<file path="config.mk">
export PLATFORM = sky130hd
export DESIGN_NAME = press_classifier_flat
export DESIGN_NICKNAME = d
export VERILOG_FILES = /design/src/rtl/press_pkg.sv /design/src/rtl/press_classifier_if.sv /design/src/rtl/press_classifier_evt_fifo.sv /design/src/rtl/press_classifier.sv /design/src/flat_wrapper.sv
export SDC_FILE = /design/constraint.sdc
export NUM_CORES = 1
export LEC_CHECK = 0
export BUFFER_PORTS_ARGS = -buffer_cell sky130_fd_sc_hd__buf_4
export CAP_MARGIN = 20
export CORE_MARGIN = 3
export CORE_UTILIZATION = 40
export CTS_BUF_LIST = sky130_fd_sc_hd__clkbuf_8
export DETAILED_ROUTE_END_ITERATION = 8
export GPL_ROUTABILITY_DRIVEN = 0
export SYNTH_ARGS = -nofsm -noshare
export SYNTH_HDL_FRONTEND = slang
export SYNTH_SLANG_ARGS = --single-unit
</file>
<file path="constraint.sdc">
create_clock -name clk -period 2.6 [get_ports clk]
set_input_delay 0.39 -clock clk [delete_from_list [all_inputs] [get_ports clk]]
set_output_delay 0.39 -clock clk [all_outputs]
set_load 0.01 [all_outputs]
</file>
<file path="src/rtl/press_pkg.sv">
// Shared definitions for the press classifier.
//   - Event codes presented on the event queue output.
//   - FSM state encoding for the press-grouping state machine.
package press_pkg;

  typedef logic [1:0] evt_code_t;

  // Event codes: the code value equals the number of presses in the group.
  localparam evt_code_t EVT_NONE   = 2'b00;
  localparam evt_code_t EVT_SINGLE = 2'b01;
  localparam evt_code_t EVT_DOUBLE = 2'b10;
  localparam evt_code_t EVT_TRIPLE = 2'b11;

  // Grouping FSM states: presses seen so far in the current group.
  localparam logic [1:0] ST_IDLE = 2'd0;
  localparam logic [1:0] ST_ONE  = 2'd1;
  localparam logic [1:0] ST_TWO  = 2'd2;

endpackage

</file>
<file path="src/rtl/press_classifier_if.sv">
// Event handshake between the press classifier (master) and its consumer (slave).
//   evt_valid_o : head event present
//   evt_code_o  : head event code (press_pkg EVT_*)
//   evt_ready_i : consumer accepts the head when high with evt_valid_o
interface press_classifier_if;
  logic       evt_valid_o;
  logic [1:0] evt_code_o;
  logic       evt_ready_i;

  modport master (output evt_valid_o, output evt_code_o, input evt_ready_i);
  modport slave  (input evt_valid_o, input evt_code_o, output evt_ready_i);
endinterface

</file>
<file path="src/rtl/press_classifier_evt_fifo.sv">
// evt_fifo: small synchronous FIFO for classified events.
//   clk, rst_n : clock, asynchronous active-low reset
//   push       : write push_data (accepted when not full, or when full and popping)
//   push_data  : entry to write
//   pop        : remove the head (ignored when empty)
//   full/empty : occupancy flags, from registered state
//   head       : head entry, forced to zero when empty
// All outputs derive from registers only; push/pop affect them after the edge.
module evt_fifo #(
  parameter int unsigned WIDTH = 2,
  parameter int unsigned DEPTH = 4
) (
  input  logic             clk,
  input  logic             rst_n,
  input  logic             push,
  input  logic [WIDTH-1:0] push_data,
  input  logic             pop,
  output logic             full,
  output logic             empty,
  output logic [WIDTH-1:0] head
);

  localparam int unsigned AW = $clog2(DEPTH);

  logic [WIDTH-1:0] mem_reg [DEPTH];
  logic [AW-1:0]    wr_ptr_reg;
  logic [AW-1:0]    rd_ptr_reg;
  logic [AW:0]      count_reg;

  logic do_pop;
  logic do_push;

  assign full  = (count_reg == (AW+1)'(DEPTH));
  assign empty = (count_reg == '0);

  // When full, a write is still accepted if the head leaves in the same
  // cycle: the write slot equals the slot being vacated.
  assign do_pop  = pop && !empty;
  assign do_push = push && (!full || do_pop);

  // Depth is a power of two, so the pointers wrap naturally.
  always_ff @(posedge clk or negedge rst_n) begin
    if (!rst_n) begin
      for (int i = 0; i < int'(DEPTH); i++) begin
        mem_reg[i] <= '0;
      end
      wr_ptr_reg <= '0;
      rd_ptr_reg <= '0;
      count_reg  <= '0;
    end else begin
      if (do_push) begin
        mem_reg[wr_ptr_reg] <= push_data;
        wr_ptr_reg          <= wr_ptr_reg + AW'(1);
      end
      if (do_pop) begin
        rd_ptr_reg <= rd_ptr_reg + AW'(1);
      end
      unique case ({do_push, do_pop})
        2'b10:   count_reg <= count_reg + (AW+1)'(1);
        2'b01:   count_reg <= count_reg - (AW+1)'(1);
        default: count_reg <= count_reg;
      endcase
    end
  end

  assign head = empty ? '0 : mem_reg[rd_ptr_reg];

endmodule

</file>
<file path="src/rtl/press_classifier.sv">
// press_classifier: groups debounced press pulses separated by at most
// WINDOW_CYCLES cycles and classifies each group as single/double/triple.
// Classified events are queued and drained over a valid/ready handshake.
//   clk, rst_n : clock, asynchronous active-low reset
//   press_i    : one press per cycle high
//   evt        : event handshake (valid, code, ready), master side
//   drop_o     : one-cycle pulse when an event is lost to a full queue
module press_classifier
  import press_pkg::*;
#(
  parameter int unsigned WINDOW_CYCLES = 12_500_000,
  parameter int unsigned CNT_W         = 25,
  parameter int unsigned FIFO_DEPTH    = 4
) (
  input  logic                clk,
  input  logic                rst_n,
  input  logic                press_i,
  press_classifier_if.master  evt,
  output logic                drop_o
);

  localparam logic [CNT_W-1:0] CNT_LAST = CNT_W'(WINDOW_CYCLES - 1);

  logic [1:0]       state_reg, state_next;
  logic [CNT_W-1:0] cnt_reg, cnt_next;
  logic             drop_reg, drop_next;

  logic             push;
  evt_code_t        push_code;
  logic             pop;
  logic             fifo_full;
  logic             fifo_empty;
  evt_code_t        fifo_head;

  // Grouping FSM. A press always takes priority over a timeout in the same
  // cycle, so a press landing exactly on the window edge extends the group.
  always_comb begin
    state_next = state_reg;
    cnt_next   = cnt_reg;
    push       = 1'b0;
    push_code  = EVT_NONE;
    case (state_reg)
      ST_IDLE: begin
        cnt_next = '0;
        if (press_i) begin
          state_next = ST_ONE;
        end
      end
      ST_ONE: begin
        if (press_i) begin
          state_next = ST_TWO;
          cnt_next   = '0;
        end else if (cnt_reg == CNT_LAST) begin
          push       = 1'b1;
          push_code  = EVT_SINGLE;
          state_next = ST_IDLE;
          cnt_next   = '0;
        end else begin
          cnt_next = cnt_reg + CNT_W'(1);
        end
      end
      ST_TWO: begin
        if (press_i) begin
          // Third press closes the group at once; no window wait.
          push       = 1'b1;
          push_code  = EVT_TRIPLE;
          state_next = ST_IDLE;
          cnt_next   = '0;
        end else if (cnt_reg == CNT_LAST) begin
          push       = 1'b1;
          push_code  = EVT_DOUBLE;
          state_next = ST_IDLE;
          cnt_next   = '0;
        end else begin
          cnt_next = cnt_reg + CNT_W'(1);
        end
      end
      default: begin
        state_next = ST_IDLE;
        cnt_next   = '0;
      end
    endcase
  end

  assign pop = !fifo_empty && evt.evt_ready_i;

  // A push into a full queue is lost only if nothing leaves in that cycle.
  assign drop_next = push && fifo_full && !pop;

  always_ff @(posedge clk or negedge rst_n) begin
    if (!rst_n) begin
      state_reg <= ST_IDLE;
      cnt_reg   <= '0;
      drop_reg  <= 1'b0;
    end else begin
      state_reg <= state_next;
      cnt_reg   <= cnt_next;
      drop_reg  <= drop_next;
    end
  end

  evt_fifo #(
    .WIDTH (2),
    .DEPTH (FIFO_DEPTH)
  ) u_evt_fifo (
    .clk       (clk),
    .rst_n     (rst_n),
    .push      (push),
    .push_data (push_code),
    .pop       (pop),
    .full      (fifo_full),
    .empty     (fifo_empty),
    .head      (fifo_head)
  );

  assign evt.evt_valid_o = !fifo_empty;
  assign evt.evt_code_o  = fifo_head;
  assign drop_o          = drop_reg;

endmodule

</file>
<file path="src/flat_wrapper.sv">
// flat-port wrapper written by rule: the top's interface ports become plain ports
module press_classifier_flat import press_pkg::*;
#(
  parameter int unsigned WINDOW_CYCLES = 12_500_000,
  parameter int unsigned CNT_W         = 25,
  parameter int unsigned FIFO_DEPTH    = 4
)
  (clk, rst_n, press_i, drop_o, evt_evt_valid_o, evt_evt_code_o, evt_evt_ready_i);
  press_classifier_if evt_i ();
  input  logic clk;
  input  logic rst_n;
  input  logic press_i;
  output logic drop_o;
  output wire logic [$bits(evt_i.evt_valid_o)-1:0] evt_evt_valid_o;
  output wire logic [$bits(evt_i.evt_code_o)-1:0] evt_evt_code_o;
  input wire logic [$bits(evt_i.evt_ready_i)-1:0] evt_evt_ready_i;
  assign evt_evt_valid_o = evt_i.evt_valid_o;
  assign evt_evt_code_o = evt_i.evt_code_o;
  assign evt_i.evt_ready_i = evt_evt_ready_i;
  press_classifier #(.WINDOW_CYCLES(WINDOW_CYCLES), .CNT_W(CNT_W), .FIFO_DEPTH(FIFO_DEPTH)) u_core (.clk(clk), .rst_n(rst_n), .press_i(press_i), .evt(evt_i), .drop_o(drop_o));
endmodule
</file>
-- After elaboration in Yosys (flattened, before gate mapping)
Index checks and enable logic that the tools add are counted.
- flip-flop bits (word level): 43
- logic and storage cells: 66
- input bits: 4
- bitwise operators: 2
- add/subtract/negate cells: 5
- $lt $le $gt $ge: 3
- reductions and logical operators: 14
- equal/unequal tests: 7
- multiplexer cells: 25
- operators with widths (kind ; count):
    two-way mux 25 bit ; 3
    adder 25 x 1 -> 25 bit, second input constant ; 1
    == test 25 x 24 -> 1 bit, second input constant ; 1
    two-way mux 2 bit ; 11
    bitwise mux 8 bit ; 1
    greater-or-equal comparator 3 bit, second input constant ; 2
    logical AND 1 bit ; 6
    inverter 2 -> 3 bit ; 2
    case mux 2 bit (3 select lines) ; 1
    case mux 3 bit (2 select lines) ; 1
    adder 2 x 1 -> 2 bit, second input constant ; 2
    binary-select mux 2 bit (select 2 bit) ; 1
    demux 2 bit (select 2 bit) ; 1
    == test 2 x 1 -> 1 bit, second input constant ; 2
    == test 2 bit, second input constant ; 2
    two-way mux 1 bit ; 4
    case mux 2 bit (2 select lines) ; 1
    adder 3 x 1 -> 3 bit, second input constant ; 1
    == test 3 bit, second input constant ; 1
    logical NOT 1 bit ; 3
    logical NOT 3 bit ; 1
    < comparator 3 x 1 -> 1 bit, second input constant ; 1
    subtractor 3 x 1 -> 3 bit, second input constant ; 1
    logical NOT 2 bit ; 1
    other kinds (5) ; 5

-- Logic depth before layout (Yosys ltp)
Gate-level depths: netlist (run 1).
- depth in word-level cells: 8
- gate-level depth with buffers: 13

-- By module
A second synthesis (run 1) with hierarchy kept.
- cell total of the unflattened synthesis: 236
- area, all modules: 2376.0 um^2
- by module, submodules not included (module ; instances ; sequential area each (um^2) ; area each (um^2) ; cells an instance):
    press_classifier ; 1 ; 700.7 ; 1581.5 ; 175
    evt_fifo ; 1 ; 375.4 ; 794.5 ; 61

-- Worst setup path before layout (run 1)
No wires, ideal clock.
- path type: flip-flop to flip-flop
- start point: register u_core.cnt_reg[0]
- end point: register u_core.u_evt_fifo.count_reg[2]
- clock period less this slack: 2398 ps
- buffers on the path: 0
- path slack: 202 ps
- cell stages (with the launch flop): 13
- arrival: 2273 ps
- required time: 2475 ps
- path through: dfrtp_1 > ha_1 > and4_4 > nand3_4 > o31ai_4 > and3_1 > inv_1 > ha_1 > inv_1 > fa_1 > xor2_1 > nor2_1 > xor2_1
- longest elaborated chain between the ends: 7
- RTL lines (element ; line ; text):
    from (decl) ; press_classifier.sv:25 ; logic [CNT_W-1:0] cnt_reg, cnt_next;
    from (signal assigned) ; press_classifier.sv:97 ; cnt_reg <= cnt_next;
    == test 25 x 24 -> 1 bit (*) ; press_classifier.sv:53, press_classifier.sv:69 ;
    two-way mux 1 bit (*) ; press_classifier.sv:53, press_classifier.sv:69 ;
    two-way mux 1 bit, on equally long branches ; press_classifier.sv:63, press_classifier.sv:50 ;
    case mux 1 bit (2 select lines) (*) ; press_classifier.sv:42 ; case (state_reg)
    logical AND 1 bit (*) ; press_classifier_evt_fifo.sv:39 ; assign do_push = push && (!full || do_pop);
    == test 2 x 1 -> 1 bit / == test 2 bit (equally long branches) ; press_classifier_evt_fifo.sv:58 ; unique case ({do_push, do_pop})
    case mux 3 bit (2 select lines) / nonzero test 2 bit (equally long branches) ; -- ;
    to (signal assigned) ; press_classifier_evt_fifo.sv:59 ; 2'b10: count_reg <= count_reg + (AW+1)'(1);
    to (signal assigned) ; press_classifier_evt_fifo.sv:60 ; 2'b01: count_reg <= count_reg - (AW+1)'(1);
    to (signal assigned) ; press_classifier_evt_fifo.sv:61 ; default: count_reg <= count_reg;
    to (decl) ; press_classifier_evt_fifo.sv:28 ; logic [AW:0] count_reg;
Mark *: on every way between the ends. The rest lies on a longest branch, timed or not.
A chain may end at the register's enable or synchronous reset.

-- Worst setup path after layout (run 1)
Ends and elaborated chain as after synthesis.

==> results of run 1 <==
-- cells in the mapped netlist --
cell type   n
nor3_1      7
ha_1       10
nand3_1    10
nand2_1     8
o311ai_4    1
nor2_1     28
o21ai_0     3
buf_2       2
nand4_1     5
o32a_1      1
and2_1      5
nor4b_2     2
a32o_1      1
mux4_2      2
a21oi_1     3
dfrtp_1    43
o41ai_1     1
nand3_4     1
and4_1      6
and3_1      6
inv_1      13
nand2_2     1
o31ai_1     1
o2111a_1    1
xor2_1     12
fa_1        1
o31ai_4     1
or3_1       3
xnor2_1    15
o32ai_1     1
nor4_1      4
nor4b_1     1
nor2b_1     1
clkbuf_1    1
and4_4      1
mux2_1      9
nand3_2     1
-- logic make-up (layout without fill, tap and decap cells) --
family	count (synthesis)	in the layout
AO/OA/AOI/OAI	14	14
XOR/XNOR	27	27
adder cells (fa/ha/maj)	11	11
buffers and inverters	16	33
flip-flops	43	43
multiplexers	11	11
AND/OR/NAND/NOR	90	90
-- metrics by stage --
stage	power [mW]	cell area [um2]	cells	worst slack, ns
floorplan	1.30	2310	212	0.202
global placement	1.48	2480	294	0.188
detailed placement	1.48	2480	294	0.147
CTS	1.99	2580	301	0.127
global route	2.13	2600	301	0.0415
finish	1.97	2600	301	0.183
-- power breakdown --
group	internal [mW]	switching, mW	total, mW
clock	0.278	0.222	0.500
sequential	0.775	0.0939	0.869
combinational	0.283	0.319	0.603
-- path summary, 6_finish.rpt --
path                            cells past startpoint                        endpoint
worst max-delay path                               12  u_core.u_evt_fifo.count_reg[2]
worst min-delay path                                1              u_core.cnt_reg[19]
worst max register to register                     12  u_core.u_evt_fifo.count_reg[2]
worst min register to register                      1               u_core.cnt_reg[0]
max in group asynchronous                           1  u_core.u_evt_fifo.count_reg[2]
min in group clk                                    3                   u_core.drop_o
-- timing repair --
| item | in CTS | in global routing |
|---|---|---|
| setup buffers | 0 | 0 |
| resized for setup | 0 | 4 |
| setup endpoints to repair | 0 | 2 |
| endpoints found under the hold margin | 0 | 0 |
-- worst max-delay path: cells and delay by family (launching register included) --
family	cells	cell delay, ns
compound gates	1	0.08
xor+xnor	2	0.30
fa+ha+maj	3	0.80
buf+inv	2	0.12
flops	1	0.40
simple gates	4	0.63
-- routing by layer --
layer / wire length, um / part of all wire / vias to the layer above / GRT usage
met1: 2030 / 0.51 / 750 / 0.178
li1: - / - / 778 / -
met3: 106 / 0.027 / 6 / 0.0395
met5: 0 / 0 / - / 0
met2: 1770 / 0.44 / 11 / 0.210
met4: 78 / 0.020 / 0 / 0.0598
-- area by class of cell --
| cell class | count | area, um2 |
|---|---|---|
| inverters | 13 | 48.8 |
| multi-input cells | 153 | 1180 |
| clock buffers | 5 | 68.8 |
| fillers | 538 | 2940 |
| clock inverters | 2 | 33.8 |
| well taps | 72 | 90.1 |
| repair buffers | 13 | 97.6 |
| flip-flops and latches | 43 | 1080 |
==> impl_results.md, run 1 <==
* Status: complete, no violations
* Commonest non-fill, non-tap cell in the layout: dfrtp_1
* Clock tree from TritonCTS: built
* Post-detail-place hpwl at 2.88 mm
* DR iter-0 viols at 62
* Gate Count Post-Synth at 212
* Overflow after GRT at 0
* Die height at about 82 um
* Crit path kind: reg2reg
* Core ar. at 0.00554 mm2
* Initial Utilization at 0.416
* Max-slew violation count at 0
* Max reg flops at 25
* Via Count at between 1500 and 2000
* Rows at 27
* CP Launch Point: u_core.cnt_reg[0]
* Max Cap Violations at 0
* Clock transition at path regs at ~0.080 ns
* Worst hold slack at between 0.07 and 0.08 ns
* H-tree levels at 2
* Final Util at 0.469
* Ports at 8
* Root Driver: clkbuf_8
* Setup-failing EPs final at 0
* Fin crit period at 2.42 ns
* Avg Cell Area, Syn at 10.9 um2
* Die W at 81.9 um
* Slowest CP cell: fa_1
* Antenna Cells at 0
* GRT Total Usage at 0.137
* Worst setup EP type: flip-flop
* WL final at ~4.0 mm
* Largest family of logic cells by synthesized area: simple AND/OR/NAND/NOR gates
* Worst reg2reg setup slack at 0.18 ns
* Reg2Reg Launch Point: u_core.cnt_reg[0]
* Mux cell area share after synthesis at 0.0634
* Skew final at 0.00670 ns
* CTS sink cnt at 43
* Final Cycle Share at 0.930
* Power per cell area at about 760 mW/mm2
* ANT nets after route at 0
* Die footprint at 0.00671 mm2
* Share of cells above drive strength 1 at 0.144
* Sequential cell area fraction in the yosys report at 0.466
* Final Hold Vio Count at 0
* Syn nets at approximately 230
* Number of buffers added on ports at 7
* Post-route setup TNS at 0 ns
* HP Class: in2async
* Synth warn at 0
* Post-route DRC at 0
* Clock Latency Late Sink at 0.29 ns
* Crit path launch type: flip-flop
* Largest net degree at the start of global routing at 44
* Vias in the first global route at 1437
* CP Cell Sequence: ha_2 > and4_4 > nand3_4 > o31ai_4 > and3_1 > inv_1 > ha_2 > inv_1 > fa_1 > xor2_1 > nor2_1 > xor2_1
* Post-synthesis simple-gate area fraction at 0.220
* Leak pwr at 1.13 nW
* First-pass iteration count of the detailed router at 4
* Vias per Instance at 5.13
* Inserted Clock Buffers at 5
* Top cells by area, synth: dfrtp_1, xnor2_1, ha_1
* Largest stage delay, worst path at 0.42 ns
* RSZ-0062 raised after global routing: false
* Most frequent cells in the layout: dfrtp_1, nor2_1, xnor2_1
* Final nets at 244
* First-pass GRT wire length at just under 7 mm
* Post-DR wirelength/cell at 13.2 um
* Area growth from synthesis to layout at 12.6%
* Antenna violations before repair at 0
* Complex-gate fraction of the synthesized area at 0.0580
* CTS Hold Bufs at 0
* CP Data Required Time at 2.82 ns
* Actual slew at the worst max-slew pin at 0.539 ns
* Synth area leader: dfrtp_1
* Max-slew headroom at 0.641
* Post-Syn Area at 0.00231 mm2
* Worst IR drop on VDD at 248 uV
* Clk buf depth at 2
* Register bit total from synthesis at 43
* Count of cell types in the netlist at 37
* Fmax at 0.414 GHz
* Area share of the leading cell type in the synthesized netlist at 0.466
* Xor/xnor share of the synthesized area at 0.102
* WP data arrival at 2.64 ns
* Worst-path maximum fanout at 4
* Adder-Cell Fraction of Synth Area at 0.0629
No activity file was read; power rests on OpenSTA's default activity.
==> run 2, diff against run 1 <==
--- a/config.mk
+++ b/config.mk
@@ -5,12 +5,12 @@
 export SDC_FILE = /design/constraint.sdc
 export NUM_CORES = 1
 export LEC_CHECK = 0
-export BUFFER_PORTS_ARGS = -buffer_cell sky130_fd_sc_hd__buf_4
 export CAP_MARGIN = 20
 export CORE_MARGIN = 3
 export CORE_UTILIZATION = 40
 export CTS_BUF_LIST = sky130_fd_sc_hd__clkbuf_8
 export DETAILED_ROUTE_END_ITERATION = 8
+export DONT_BUFFER_PORTS = 1
 export GPL_ROUTABILITY_DRIVEN = 0
 export SYNTH_ARGS = -nofsm -noshare
 export SYNTH_HDL_FRONTEND = slang
==> impl_results.md, run 2 (synthesis gave the netlist of run 1 again) <==
* HP Class: in2reg
* Skew final at 0.0111 ns (+0.00439 ns)
* Post-DR wirelength/cell at 14.1 um (+6.7%)
* Final non-filler cell total at 300 (-0.33%)
* Power per cell area at 771 mW/mm2 (+1.6%)
* Placed cell count at 286 (-2.7%)
* Clock Latency Late Sink at 0.30 ns (about the same)
* Crit path launch type: flip-flop
* Met2 wire len at 2.13 mm (+20%)
* DR WL met3 at 107 um (+0.94%)
* RSZ-0062 raised after global routing: false
* Share of cells above drive strength 1 at 0.132 (-0.0125)
* GRT Total Usage at 0.145 (+0.00825)
* WP data arrival at 2.67 ns (+0.03 ns)
* Antenna Cells at 0 (unchanged)
* H-tree levels at 2 (unchanged)
* CP Cell Sequence: ha_1 > and4_4 > nand3_4 > o31ai_4 > and3_1 > inv_1 > ha_1 > inv_1 > fa_1 > xor2_1 > nor2_1 > xor2_1
* Core ar. at 0.00554 mm2 (unchanged)
* Die W at 81.9 um (unchanged)
* Fin crit period at 2.44 ns (+0.0263 ns)
* Die height at 81.9 um (unchanged)
* Die footprint at 0.00671 mm2 (unchanged)
* Overflow after GRT at 0 (unchanged)
* Initial Utilization at 0.416 (unchanged)
* Overall power at 2.02 mW (+2.3%)
* Clock tree from TritonCTS: built
* Fillers at 539 (+0.19%)
* Max Cap Violations at 0 (unchanged)
* Max reg flops at 25 (unchanged)
* First-pass iteration count of the detailed router at 4 (unchanged)
* Fmax at 0.409 GHz (-1.1%)
* Commonest non-fill, non-tap cell in the layout: dfrtp_1
* Rows at 27 (unchanged)
* Leak pwr at 1.13 nW (+0.47%)
* CTS sink cnt at 43 (unchanged)
* Post-detail-place hpwl at 2.96 mm (+2.7%)
* Worst setup EP type: flip-flop
* Status: complete, no violations
* Area growth from synthesis to layout at 13.3%
* Setup WS pre-CTS at 0.0526 ns (-0.0941 ns)
* Internal at 1.37 mW (+2.2%)
* Crit path kind: reg2reg
* Power share of the sequential group at 0.434 (-0.007)
* Final Hold Vio Count at 0 (unchanged)
* Max-slew headroom at 0.517 (-0.123)
* DR top layer: met4
* Worst IR drop on VDD at 386 uV (+56%)
* Number of buffers added on ports at 0 (-7)
* Via Count at 1528 (-1.1%)
* Largest net degree at the start of global routing at 44 (unchanged)
* Post-route DRC at 0 (unchanged)
* CP Data Required Time at 2.83 ns (about the same)
* Inserted Clock Buffers at 5 (unchanged)
* Logic pwr share at 0.299 (-0.007)
* First-pass GRT wire length at 7.44 mm (+8.1%)
* Post-route setup TNS at 0 ns (unchanged)
* Final Cycle Share at 0.940 (+0.0101)
* Actual slew at the worst max-slew pin at 0.714 ns (+0.176 ns)
* Root Driver: clkbuf_8
* Worst-path maximum fanout at 4 (unchanged)
* Setup-failing EPs final at 0 (unchanged)
* Vias per Instance at 5.09 (-0.77%)
* Max-slew violation count at 0 (unchanged)
* Setup slack after layout at 0.156 ns (-0.0263 ns)
* Vias in the first global route at 1583 (+10%)
* Most frequent cells in the layout: dfrtp_1, nor2_1, xnor2_1
* Worst hold slack at 0.323 ns (+0.252 ns)
* Clock transition at path regs at 0.09 ns (about the same)
* WL final at 4.23 mm (+6.3%)
* Ports at 8 (unchanged)
* Clock power frac at 0.267 (+0.014)
* Clk buf depth at 2 (unchanged)
* Net Sw Power at 0.651 mW (+2.5%)
* Switch share at 0.323 (+0.000446)
* Final nets at 242 (-0.82%)
* Slowest CP cell: fa_1
* Largest stage delay, worst path at 0.42 ns (about the same)
* Antenna violations before repair at 0 (unchanged)
* ANT nets after route at 0 (unchanged)
* DR iter-0 viols at 60 (-3.2%)
* Wl on met1 at 1.95 mm (-3.8%)
[run 2: final cells by class]
class / instances / area (um2) / area share
repair buffers: 11 / 105 / 0.0402
flip-flops and latches: 43 / 1080 / 0.411
inverters: 13 / 48.8 / 0.0187
well taps: 72 / 90.1 / 0.0344
clock inverters: 2 / 35.0 / 0.0134
multi-input cells: 153 / 1180 / 0.450
clock buffers: 6 / 82.6 / 0.0316
[run 2: worst max-delay path: cells and delay by family (launching register included)]
kind / cells / cell delay, ns
buffers and inverters: 2 / 0.12
flip-flops: 1 / 0.40
AO/OA/AOI/OAI: 1 / 0.08
XOR/XNOR: 2 / 0.30
adder cells (fa/ha/maj): 3 / 0.84
AND/OR/NAND/NOR: 4 / 0.66
[run 2: per-layer routing]
layer  up-vias  track usage
met1       734        0.179
met2        16        0.250
li1        772            -
met5         -            0
met4         0       0.0399
met3         6       0.0362
[run 2: stage by stage]
stage                      util  cell area [um2]
after global placement    0.437             2420
after floorplan               -             2310
after detailed placement  0.437             2420
final                     0.472             2620
after global routing      0.472             2620
after CTS                 0.465             2580
[run 2: power by group through the flow]
stage	Sequential (mW)	Clock (mW)	Combinational [mW]
2_1_floorplan	0.858	0	0.441
3_3_place_gp	0.879	0	0.556
3_5_place_dp	0.888	0	0.570
4_1_cts	0.873	0.556	0.594
5_1_grt	0.891	0.598	0.693
6_report	0.876	0.539	0.603
[run 2: path summary, 6_finish.rpt]
check,startpoint,to,slack [ns],depth (start not counted)
max,u_core.cnt_reg[0],u_core.u_evt_fifo.count_reg[2],0.16,12
min,evt_evt_ready_i,u_core.drop_o,0.32,2
max reg2reg,u_core.cnt_reg[0],u_core.u_evt_fifo.count_reg[2],0.16,12
min reg2reg,u_core.cnt_reg[0],u_core.cnt_reg[0],0.46,1
max in group asynchronous,rst_n,u_core.cnt_reg[7],1.78,2
min in group asynchronous,rst_n,u_core.u_evt_fifo.mem_reg[7],0.60,2
[run 2: repair_timing]
item | 4_1_cts | 5_1_grt
hold endpoints to repair | 43 | 0
setup endpoints to repair | 0 | 2
resized for setup | 0 | 2
setup buffers | 0 | 4
hold buffers | 2 | 0
